===== config.mk =====
export PLATFORM = sky130hd
export DESIGN_NAME = rmii_rx_fcs
export DESIGN_NICKNAME = d
export VERILOG_FILES = /design/src/rtl/rmii_rx_fcs.sv
export SDC_FILE = /design/constraint.sdc
export NUM_CORES = 1
export LEC_CHECK = 0
export BUFFER_PORTS_ARGS = -buffer_cell sky130_fd_sc_hd__buf_2
export CORE_MARGIN = 3
export CORE_UTILIZATION = 36
export DETAILED_ROUTE_END_ITERATION = 6
export PLACE_DENSITY = 0.58
export SYNTH_ARGS = -nofsm -noshare
export SYNTH_HDL_FRONTEND = slang
export SYNTH_SLANG_ARGS = --single-unit

===== constraint.sdc =====
create_clock -name REF_CLK -period 3.2 [get_ports REF_CLK]
set_clock_uncertainty 0.15 [all_clocks]
set_input_delay 0.32 -clock REF_CLK [delete_from_list [all_inputs] [get_ports REF_CLK]]
set_output_delay 0.32 -clock REF_CLK [all_outputs]
set_load 0.02 [all_outputs]

===== src/rtl/rmii_rx_fcs.sv =====
// RMII receive front end: dibit deserialiser, preamble/SFD strip, CRC-32 and
// length checking, byte FIFO write path, and gray-coded per-cause frame counters.
module rmii_rx_fcs #(
    parameter int COUNT_W   = 16,
    parameter int MIN_LEN   = 64,
    parameter int MAX_LEN   = 1522,
    parameter bit CHECK_FCS = 1'b1
) (
    input  logic               REF_CLK,
    input  logic               arst_n,
    input  logic               CRS_DV,
    input  logic               RXD0,
    input  logic               RXD1,
    input  logic               speed_10,
    input  logic               fifo_afull,
    output logic [7:0]         fifo_din,
    output logic               fifo_wren,
    output logic               fifo_EOD_in,
    output logic               fifo_err_in,
    output logic [COUNT_W-1:0] succ_rx_count_gray,
    output logic [COUNT_W-1:0] buff_OF_count_gray,
    output logic [COUNT_W-1:0] crc_err_count_gray,
    output logic [COUNT_W-1:0] len_err_count_gray
);

    localparam logic [31:0] CRC_POLY    = 32'hEDB88320;
    localparam logic [31:0] CRC_RESIDUE = 32'hDEBB20E3;
    localparam logic [10:0] LEN_SAT     = 11'd2047;

    typedef enum logic [2:0] {S_IDLE, S_PREAMBLE, S_BODY, S_DROP, S_END} state_t;
    typedef enum logic [1:0] {C_OK, C_CRC, C_LEN, C_OVF} cause_t;

    // Reflected CRC-32 advanced over one byte, LSB first.
    function automatic logic [31:0] crc32_byte(input logic [31:0] crc, input logic [7:0] data);
        logic [31:0] c;
        c = crc ^ {24'h0, data};
        for (int i = 0; i < 8; i++) begin
            c = c[0] ? ((c >> 1) ^ CRC_POLY) : (c >> 1);
        end
        return c;
    endfunction

    state_t               r_state, w_state_next;
    cause_t               r_cause, w_cause_d;
    logic                 r_crs_dv, r_speed10, r_skip;
    logic [1:0]           r_rxd, r_dibit;
    logic [3:0]           r_div;
    logic [7:0]           r_seq;
    logic [10:0]          r_len, w_len_next;
    logic [31:0]          r_crc, w_crc_next;
    logic [COUNT_W-1:0]   r_succ, r_bof, r_crcerr, r_lenerr;
    logic                 w_dv, w_sample_en, w_crc_bad, w_runt, w_oversize;
    logic                 w_start, w_byte, w_cause_we, w_idle_ovf;
    logic                 w_wren, w_eod, w_err;
    logic [7:0]           w_din;

    // DV also covers the cycle after CRS_DV drops, absorbing end-of-frame toggling.
    assign w_dv        = CRS_DV | r_crs_dv;
    assign w_sample_en = !r_speed10 || (r_div == 4'd5);
    assign w_crc_next  = crc32_byte(r_crc, r_seq);
    assign w_crc_bad   = CHECK_FCS && (w_crc_next != CRC_RESIDUE);
    assign w_len_next  = (r_len == LEN_SAT) ? r_len : r_len + 11'd1;
    assign w_runt      = (w_len_next < 11'(MIN_LEN));
    assign w_oversize  = (r_len == 11'(MAX_LEN));

    // State register.
    always_ff @(posedge REF_CLK) begin
        // NOTE: non-blocking assignments so every flop samples pre-edge values.
        if (!arst_n) r_state <= S_IDLE;
        else         r_state <= w_state_next;
    end

    // Next-state decode and FIFO write outputs, one strobe per completed byte.
    always_comb begin
        // NOTE: every signal gets a default first so no latch is inferred.
        w_state_next = r_state;
        w_wren       = 1'b0;
        w_din        = 8'h00;
        w_eod        = 1'b0;
        w_err        = 1'b0;
        w_start      = 1'b0;
        w_byte       = 1'b0;
        w_cause_we   = 1'b0;
        w_cause_d    = C_OK;
        w_idle_ovf   = 1'b0;
        case (r_state)
            S_IDLE: begin
                if (CRS_DV && !r_skip) begin
                    if (fifo_afull) w_idle_ovf   = 1'b1;
                    else            w_state_next = S_PREAMBLE;
                end
            end
            S_PREAMBLE: begin
                if (!w_dv) begin
                    w_state_next = S_IDLE;
                end else if (w_sample_en && r_seq == 8'hD5) begin
                    w_state_next = S_BODY;
                    w_start      = 1'b1;
                end
            end
            S_BODY: begin
                if (w_sample_en) begin
                    if (r_dibit == 2'd3) begin
                        w_wren     = 1'b1;
                        w_din      = r_seq;
                        w_byte     = 1'b1;
                        w_cause_we = 1'b1;
                        if (fifo_afull) begin
                            w_eod = 1'b1; w_err = 1'b1; w_cause_d = C_OVF;
                            w_state_next = S_DROP;
                        end else if (w_oversize) begin
                            w_eod = 1'b1; w_err = 1'b1; w_cause_d = C_LEN;
                            w_state_next = S_DROP;
                        end else if (!w_dv) begin
                            w_eod = 1'b1;
                            w_err = w_crc_bad | w_runt;
                            w_cause_d = w_runt ? C_LEN : (w_crc_bad ? C_CRC : C_OK);
                            w_state_next = S_END;
                        end
                    end else if (!w_dv) begin
                        // Carrier lost mid-byte: close the frame with a filler byte.
                        w_wren = 1'b1; w_eod = 1'b1; w_err = 1'b1;
                        w_cause_we = 1'b1; w_cause_d = C_LEN;
                        w_state_next = S_END;
                    end
                end
            end
            S_DROP:  if (!w_dv) w_state_next = S_END;
            S_END:   w_state_next = S_IDLE;
            default: w_state_next = S_IDLE;
        endcase
        // Nothing reaches the FIFO while reset is held, so a cut frame never gets an EOD.
        if (!arst_n) begin
            w_wren = 1'b0;
            w_din  = 8'h00;
            w_eod  = 1'b0;
            w_err  = 1'b0;
        end
    end

    assign fifo_wren   = w_wren;
    assign fifo_din    = w_din;
    assign fifo_EOD_in = w_eod;
    assign fifo_err_in = w_err;

    // Input registers, 10 Mb/s divider, dibit shifter, CRC and length tracking.
    always_ff @(posedge REF_CLK) begin
        if (!arst_n) begin
            r_crs_dv  <= 1'b0;
            r_rxd     <= 2'b00;
            r_div     <= 4'd0;
            r_speed10 <= 1'b0;
            r_seq     <= 8'h00;
            r_dibit   <= 2'd0;
            r_len     <= 11'd0;
            r_crc     <= 32'hFFFFFFFF;
            r_cause   <= C_OK;
            r_skip    <= 1'b0;
        end else begin
            r_crs_dv <= CRS_DV;
            r_rxd    <= {RXD1, RXD0};
            if (r_state == S_IDLE && CRS_DV) r_div <= 4'd0;
            else if (r_div == 4'd9)          r_div <= 4'd0;
            else                             r_div <= r_div + 4'd1;
            if (r_state == S_IDLE && w_state_next == S_PREAMBLE) r_speed10 <= speed_10;
            if (w_sample_en) r_seq <= {r_rxd, r_seq[7:2]};
            if (w_start)                              r_dibit <= 2'd0;
            else if (r_state == S_BODY && w_sample_en) r_dibit <= r_dibit + 2'd1;
            if (w_start) begin
                r_len <= 11'd0;
                r_crc <= 32'hFFFFFFFF;
            end else if (w_byte) begin
                r_len <= w_len_next;
                r_crc <= w_crc_next;
            end
            if (w_cause_we) r_cause <= w_cause_d;
            if (w_idle_ovf)  r_skip <= 1'b1;
            else if (!w_dv)  r_skip <= 1'b0;
        end
    end

    // Per-cause frame counters; exactly one steps per frame, at S_END.
    always_ff @(posedge REF_CLK) begin
        if (!arst_n) begin
            r_succ   <= '0;
            r_bof    <= '0;
            r_crcerr <= '0;
            r_lenerr <= '0;
        end else begin
            if (w_idle_ovf) r_bof <= r_bof + 1'b1;
            if (r_state == S_END) begin
                case (r_cause)
                    C_OVF:   r_bof    <= r_bof + 1'b1;
                    C_LEN:   r_lenerr <= r_lenerr + 1'b1;
                    C_CRC:   r_crcerr <= r_crcerr + 1'b1;
                    default: r_succ   <= r_succ + 1'b1;
                endcase
            end
        end
    end

    assign succ_rx_count_gray = r_succ   ^ (r_succ   >> 1);
    assign buff_OF_count_gray = r_bof    ^ (r_bof    >> 1);
    assign crc_err_count_gray = r_crcerr ^ (r_crcerr >> 1);
    assign len_err_count_gray = r_lenerr ^ (r_lenerr >> 1);

endmodule


Word level (Yosys, flattened, before mapping)
Index checks and enable logic that the tools add are counted.
{ "totals": {"latch_bits": 0, "mem_count": 0, "rom_bits": 0, "ramBits": 0, "regBits": 131} }
{ "op_classes": {"reduce_logical": 15, "bitwise_logic": 17, "n_addsub": 7, "n_mul": 0, "eq_ne": 16, "div_mod_pow": 0, "mux": 64, "n_lt_le_gt_ge": 1, "shift": 0} }
{ "ops": {"columns": ["cell", "n"], "rows": [
  ["32-bit two-way mux", 8],
  ["13-bit inverter with 14-bit output", 8],
  ["16-bit by 1-bit adder with 16-bit output, second input constant", 4],
  ["16-bit by 15-bit XOR with 16-bit output", 4],
  ["16-bit two-way mux", 3],
  ["8-bit two-way mux", 4],
  ["32-bit != test, second input constant", 1],
  ["32-bit by 8-bit XOR with 32-bit output", 1],
  ["1-bit two-way mux", 30],
  ["3-bit two-way mux", 9],
  ["11-bit == test, second input constant", 2],
  ["2-bit two-way mux", 8],
  ["3-bit case mux with 4 select lines", 1],
  ["11-bit by 1-bit adder with 11-bit output, second input constant", 1],
  ["11-bit by 7-bit less-than comparator with 1-bit output, second input constant", 1],
  ["11-bit two-way mux", 1],
  ["8-bit == test, second input constant", 1],
  ["2-bit == test, second input constant", 3],
  ["3-bit by 1-bit == test with 1-bit output, second input constant", 2],
  ["3-bit by 2-bit == test with 1-bit output, second input constant", 2],
  ["2-bit AND reduction", 3],
  ["3-bit OR reduction", 2],
  ["1-bit logical AND", 5],
  ["4-bit by 1-bit adder with 4-bit output, second input constant", 1],
  ["12 further kinds", 15]
]} }

Depth between registers and ports, before layout
{ "depth": {"ltp_word": 26, "ltp_mapped": 10, "mapped_depth_nobuf": 9} }

Least setup slack after synthesis
OpenSTA, ideal clock, no wires.
{ "synth_timing": {"kind": "flip-flop to output port", "startpoint": "reg r_seq[6]", "endpoint": "out fifo_err_in", "n_path_buf": 0, "t_arrival_ps": 2667, "setup_slack_ps": 63, "t_required_ps": 2730, "path_stages_with_launch": 7, "cell_sequence": "dfxtp_1 > xor2_4 > xnor3_2 > or4_1 > a2111o_1 > a2111oi_4 > a311oi_1"} }
{ "synth_between": {"elab_chain_cells": 20} }
{ "synth_rtl": {"columns": ["element", "line_no", "source"], "rows": [
  ["start, declared", "48", "logic [7:0] r_seq;"],
  ["start signal, assigned", "166", "if (w_sample_en) r_seq <= {r_rxd, r_seq[7:2]};"],
  ["32-bit by 8-bit XOR with 32-bit output (*)", "36", "c = crc ^ {24'h0, data};"],
  ["13-bit inverter with 14-bit output (no line)", null, null],
  ["32-bit two-way mux (*) (7 in a row)", "38", "c = c[0] ? ((c >> 1) ^ CRC_POLY) : (c >> 1);"],
  ["13-bit inverter with 14-bit output (no line)", null, null],
  ["32-bit two-way mux (*)", "38", null],
  ["32-bit != test (*)", "61", "assign w_crc_bad = CHECK_FCS && (w_crc_next != CRC_RESIDUE);"],
  ["1-bit bitwise OR (*)", "116", "w_err = w_crc_bad | w_runt;"],
  ["1-bit two-way mux (*)", "114", "end else if (!w_dv) begin"],
  ["1-bit two-way mux (*)", "111", "end else if (w_oversize) begin"],
  ["1-bit two-way mux (*)", "108", "if (fifo_afull) begin"],
  ["1-bit two-way mux (*)", "103", "if (r_dibit == 2'd3) begin"],
  ["1-bit two-way mux (*)", "102", "if (w_sample_en) begin"],
  ["1-bit two-way mux (*)", "86", "case (r_state)"],
  ["1-bit two-way mux (*)", "133", "if (!arst_n) begin"],
  ["end, declared", "19", "output logic fifo_err_in,"]
]} }
Mark *: on every way between the ends. The rest lies on a longest branch, timed or not.

Worst setup path after layout
{ "layout_timing": {"startpoint": "reg r_crc[23]", "endpoint": "out fifo_err_in"} }
{ "layout_between": {"elab_chain_cells": 22} }
{ "layout_rtl": {"columns": ["element", "line_no", "source"], "rows": [
  ["start, declared", "50", "logic [31:0] r_crc, w_crc_next;"],
  ["start signal, assigned", "174", "r_crc <= w_crc_next;"],
  ["32-bit by 8-bit XOR with 32-bit output (*)", "36", null],
  ["32-bit two-way mux (*)", "38", null],
  ["13-bit inverter with 14-bit output (no line)", null, null],
  ["32-bit two-way mux (*)", "38", null],
  ["13-bit inverter with 14-bit output (no line)", null, null],
  ["32-bit two-way mux (*)", "38", null],
  ["13-bit inverter with 14-bit output (no line)", null, null],
  ["32-bit two-way mux (*) (4 in a row)", "38", null],
  ["[... 3 more ...]", null, null],
  ["1-bit bitwise OR (*)", "116", null],
  ["1-bit two-way mux (*)", "114", null],
  ["1-bit two-way mux (*)", "111", null],
  ["1-bit two-way mux (*)", "108", null],
  ["1-bit two-way mux (*)", "103", null],
  ["1-bit two-way mux (*)", "102", null],
  ["1-bit two-way mux (*)", "86", null],
  ["1-bit two-way mux (*)", "133", null]
]} }
Marks and branches as above.

==> impl_metrics.yaml <==
global_route:
  grt_usage_pct: 15.6
  grt_remaining_overflow: 0
  grt_start_max_net_pins: 64
  grt_antenna_before_repair: 0
  grt_pass1_wl_um: 27200
  grt_pass1_vias: 5282
final_layout:
  layout_commonest_cell: "dfxtp_1"
  area_growth_pct: 26.7
  nets: 955
  final_cell_mix: "125 x dfxtp_1, 104 x nor2_1, 80 x buf_2"
  diodes: 0
  fill_cells: 1922
  stdcell_count: 1159
  final_core_util_pct: 47.0
  layout-drive-gt1-share_pct: 24.4
  postLayoutCellArea_sq_mm: 0.00887
outcome:
  violations: "negative setup slack"
  status: "finished with violations"
power:
  p_sw_share_pct: 25.2
  peakVddDrop_v: 0.000386
  power.clock.fraction_pct: 49.0
  internal_power_mw: 2.80
  p_per_area_mw_per_mm2: 422
  net-switching-power_mw: 0.944
  seqPwrFrac_pct: 44.1
  power_frac_comb_pct: 6.9
  power_leakage_nw: 4.25
  power_mw: 3.74
placement:
  dp_hpwl_um: 12100
  port_buffers: 81
  place_area_sq_mm: 0.00813
  pre_cts_slack_ps: -78.6
  finalWeightedCongestion: 0.853
  dp.cells: 1121
timing:
  slew_violations: 0
  slew_headroom_pct: 52.9
  layout_setup_ws_ps: -327
  timing.final.crit_share_pct: 110
  rsz0062_at_grt: "yes"
  finalCriticalPeriod_ps: 3530
  tightest_slew_ps: 706
  fmax_mhz: 284
  hold_viol_final: 0
  finalSetupViolCount: 1
floorplanning:
  die_h_um: 145
  core_area_sq_mm: 0.0189
  die_w_um: 145
  fp-row-count: 50
  initial_core_util_pct: 37.1
  dieArea_sq_mm: 0.0212
  io_pins: 82
detailed_routing:
  firstDrtPassIters: 5
  wl_per_cell_um: 13.9
  antenna_left: 0
  drc: 0
  via_count: 5516
  drtIter0Drc: 265
  finalWirelength_um: 16100
  vias_per_cell: 4.76
flow_run:
  maxCapViolCount: 0
logic_synthesis:
  synth_area_per_cell_sq_um: 9.48
  synth.distinct_cells: 55
  syn-num-nets: 808
  syn-instance-count: 739
  async_flop_share_pct: 0
  synth_area_leader_cell: "dfxtp_1"
  ys.flop_type: "dfxtp_1"
  synth_edf_count: 0
  synth_seq_cells: 131
  netlist_top_cells_area: "dfxtp_1 37%, ha_1 11%, xor2_1 8.6%"
  synth_area_sq_mm: 0.00700
  ys_warn_count: 0
  synth_top_area_share_pct: 37.4
  seq_area_frac_synth_pct: 37.4
clock_tree:
  clkTransAtPathRegs_ps: 60
  tritoncts: "done"
  cts_htree_levels: 4
  cts_buffer_depth: 2
  cts_made_buffers: 17
  clockRootBuffer: "clkbuf_16"
  worstSkewPairLatency_ps: 420
  cts_sinks: 131
setup_path:
  cp.arrival_ps: 3060
  slowest_delay_ps: 520
  cpLargestDelayFamily: "compound AO/OA/AOI/OAI gates"
  reg2reg_slack_ps: 400
  critPathSlowestCell: "or4_1"
  required_ps: 2730
  cp_max_fo: 2
  cp_num_buf_inv: 1
  path_cells: "xnor3_1 -> xnor2_1 -> or4_1 -> mux2i_2 -> o211ai_1 -> a2111oi_4 -> a311oi_2 -> buf_4"
  end_kind: "output port"
  critPathKind: "reg -> out"
  cp-start-kind: "flop"
min_path:
  hp-class: "in -> reg"
-- sequential cells by signal, summed over array words and instances (netlist names) --
| register | cells |
|---|---|
| r_crc | 32 |
| r_crs_dv | 1 |
| r_lenerr | 16 |
| r_cause | 2 |
| r_len | 11 |
| r_succ | 16 |
| r_crcerr | 16 |
| r_div | 4 |
| r_speed10 | 1 |
| r_skip | 1 |
| r_bof | 16 |
| r_rxd | 2 |
| r_dibit | 2 |
| r_state | 3 |
| r_seq | 8 |
-- per-layer routing --
metal | wire (um) | track usage (%) | vias up
met5 | 0 | 0 | -
met4 | 270 | 5.18 | 0
met3 | 541 | 3.27 | 21
met2 | 7040 | 23.9 | 99
met1 | 8240 | 22.0 | 2568
li1 | - | - | 2828
-- power groups by stage --
stage               Clock, mW  Sequential, mW  Combinational [mW]
floorplan                   0            1.69               0.148
global placement            0            1.69               0.242
detailed placement          0            1.69               0.243
CTS                      1.88            1.65               0.253
global route             1.96            1.65               0.282
finish                   1.83            1.65               0.258
-- synth_stat cells, types with 3 or more instances --
cell type / number
o21ai_0: 6
clkbuf_1: 21
xnor3_1: 3
xor2_1: 69
ha_1: 62
nand3_1: 25
nor2b_1: 4
and4_1: 5
inv_1: 11
or4_1: 3
dfxtp_1: 131
nor3_1: 7
buf_4: 4
a31oi_1: 3
o211ai_1: 33
nor2_1: 104
a21oi_1: 5
xnor2_2: 6
xnor2_1: 67
nand3b_1: 3
nor4_1: 3
or3_1: 3
and2_1: 5
nand4_1: 12
and3_1: 16
mux2i_1: 18
nand2_1: 72
-- worst reg2reg max path: stages (launching register included) --
cell       delay, ps
dfxtp_2          370
xnor3_1          430
xnor2_1          160
or4_1            520
mux2i_2          230
o211ai_1         180
a2111oi_4        380
buf_4            170
o22ai_1           60
-- final timing paths --
kind | from | to | cells after the start
max reg2reg | r_crc[23] | r_cause[0] | 8
min reg2reg | r_rxd[1] | r_seq[7] | 2
min | fifo_afull | r_state[0] | 3
max | r_crc[23] | fifo_err_in | 8
-- per-stage QoR --
stage          hold slack (ps)  setup TNS (ps)
2_1_floorplan              283               0
3_3_place_gp               306           -28.4
3_5_place_dp               314           -78.6
4_1_cts                    119            -422
5_1_grt                    155            -445
6_report                   128            -327
-- logic make-up (layout without fill, tap and decap cells) --
kind of cell,count (synthesis),after routing,synth area share (%)
muxes,18,18,2.57
DFF,131,131,37.4
adders and majority gates,62,62,11.1
and+or+nand+nor,276,276,18.5
AOI/OAI and AO/OA,64,64,6.98
buffers and inverters,38,198,2.25
xor gates and xnor gates,150,150,21.2
-- area by class of cell --
| cell class | count | area (sq um) | area share [%] |
|---|---|---|---|
| multi-input cells | 570 | 4330 | 48.8 |
| flip-flops and latches | 131 | 2630 | 29.7 |
| repair buffers | 155 | 981 | 11.1 |
| clock buffers | 18 | 439 | 4.95 |
| well taps | 260 | 325 | 3.67 |
| clock inverters | 14 | 119 | 1.34 |
| inverters | 11 | 41.3 | 0.465 |
-- timing repair --
action / 4_1_cts / 5_1_grt
pin swaps: 6 / 4
endpoints found under the hold margin: 4 / 0
buffers inserted: 1 / 2
hold buffers: 4 / 0
setup endpoints to repair: 1 / 8
resized for setup: 16 / 10
Power figures use the tool's default switching activity.
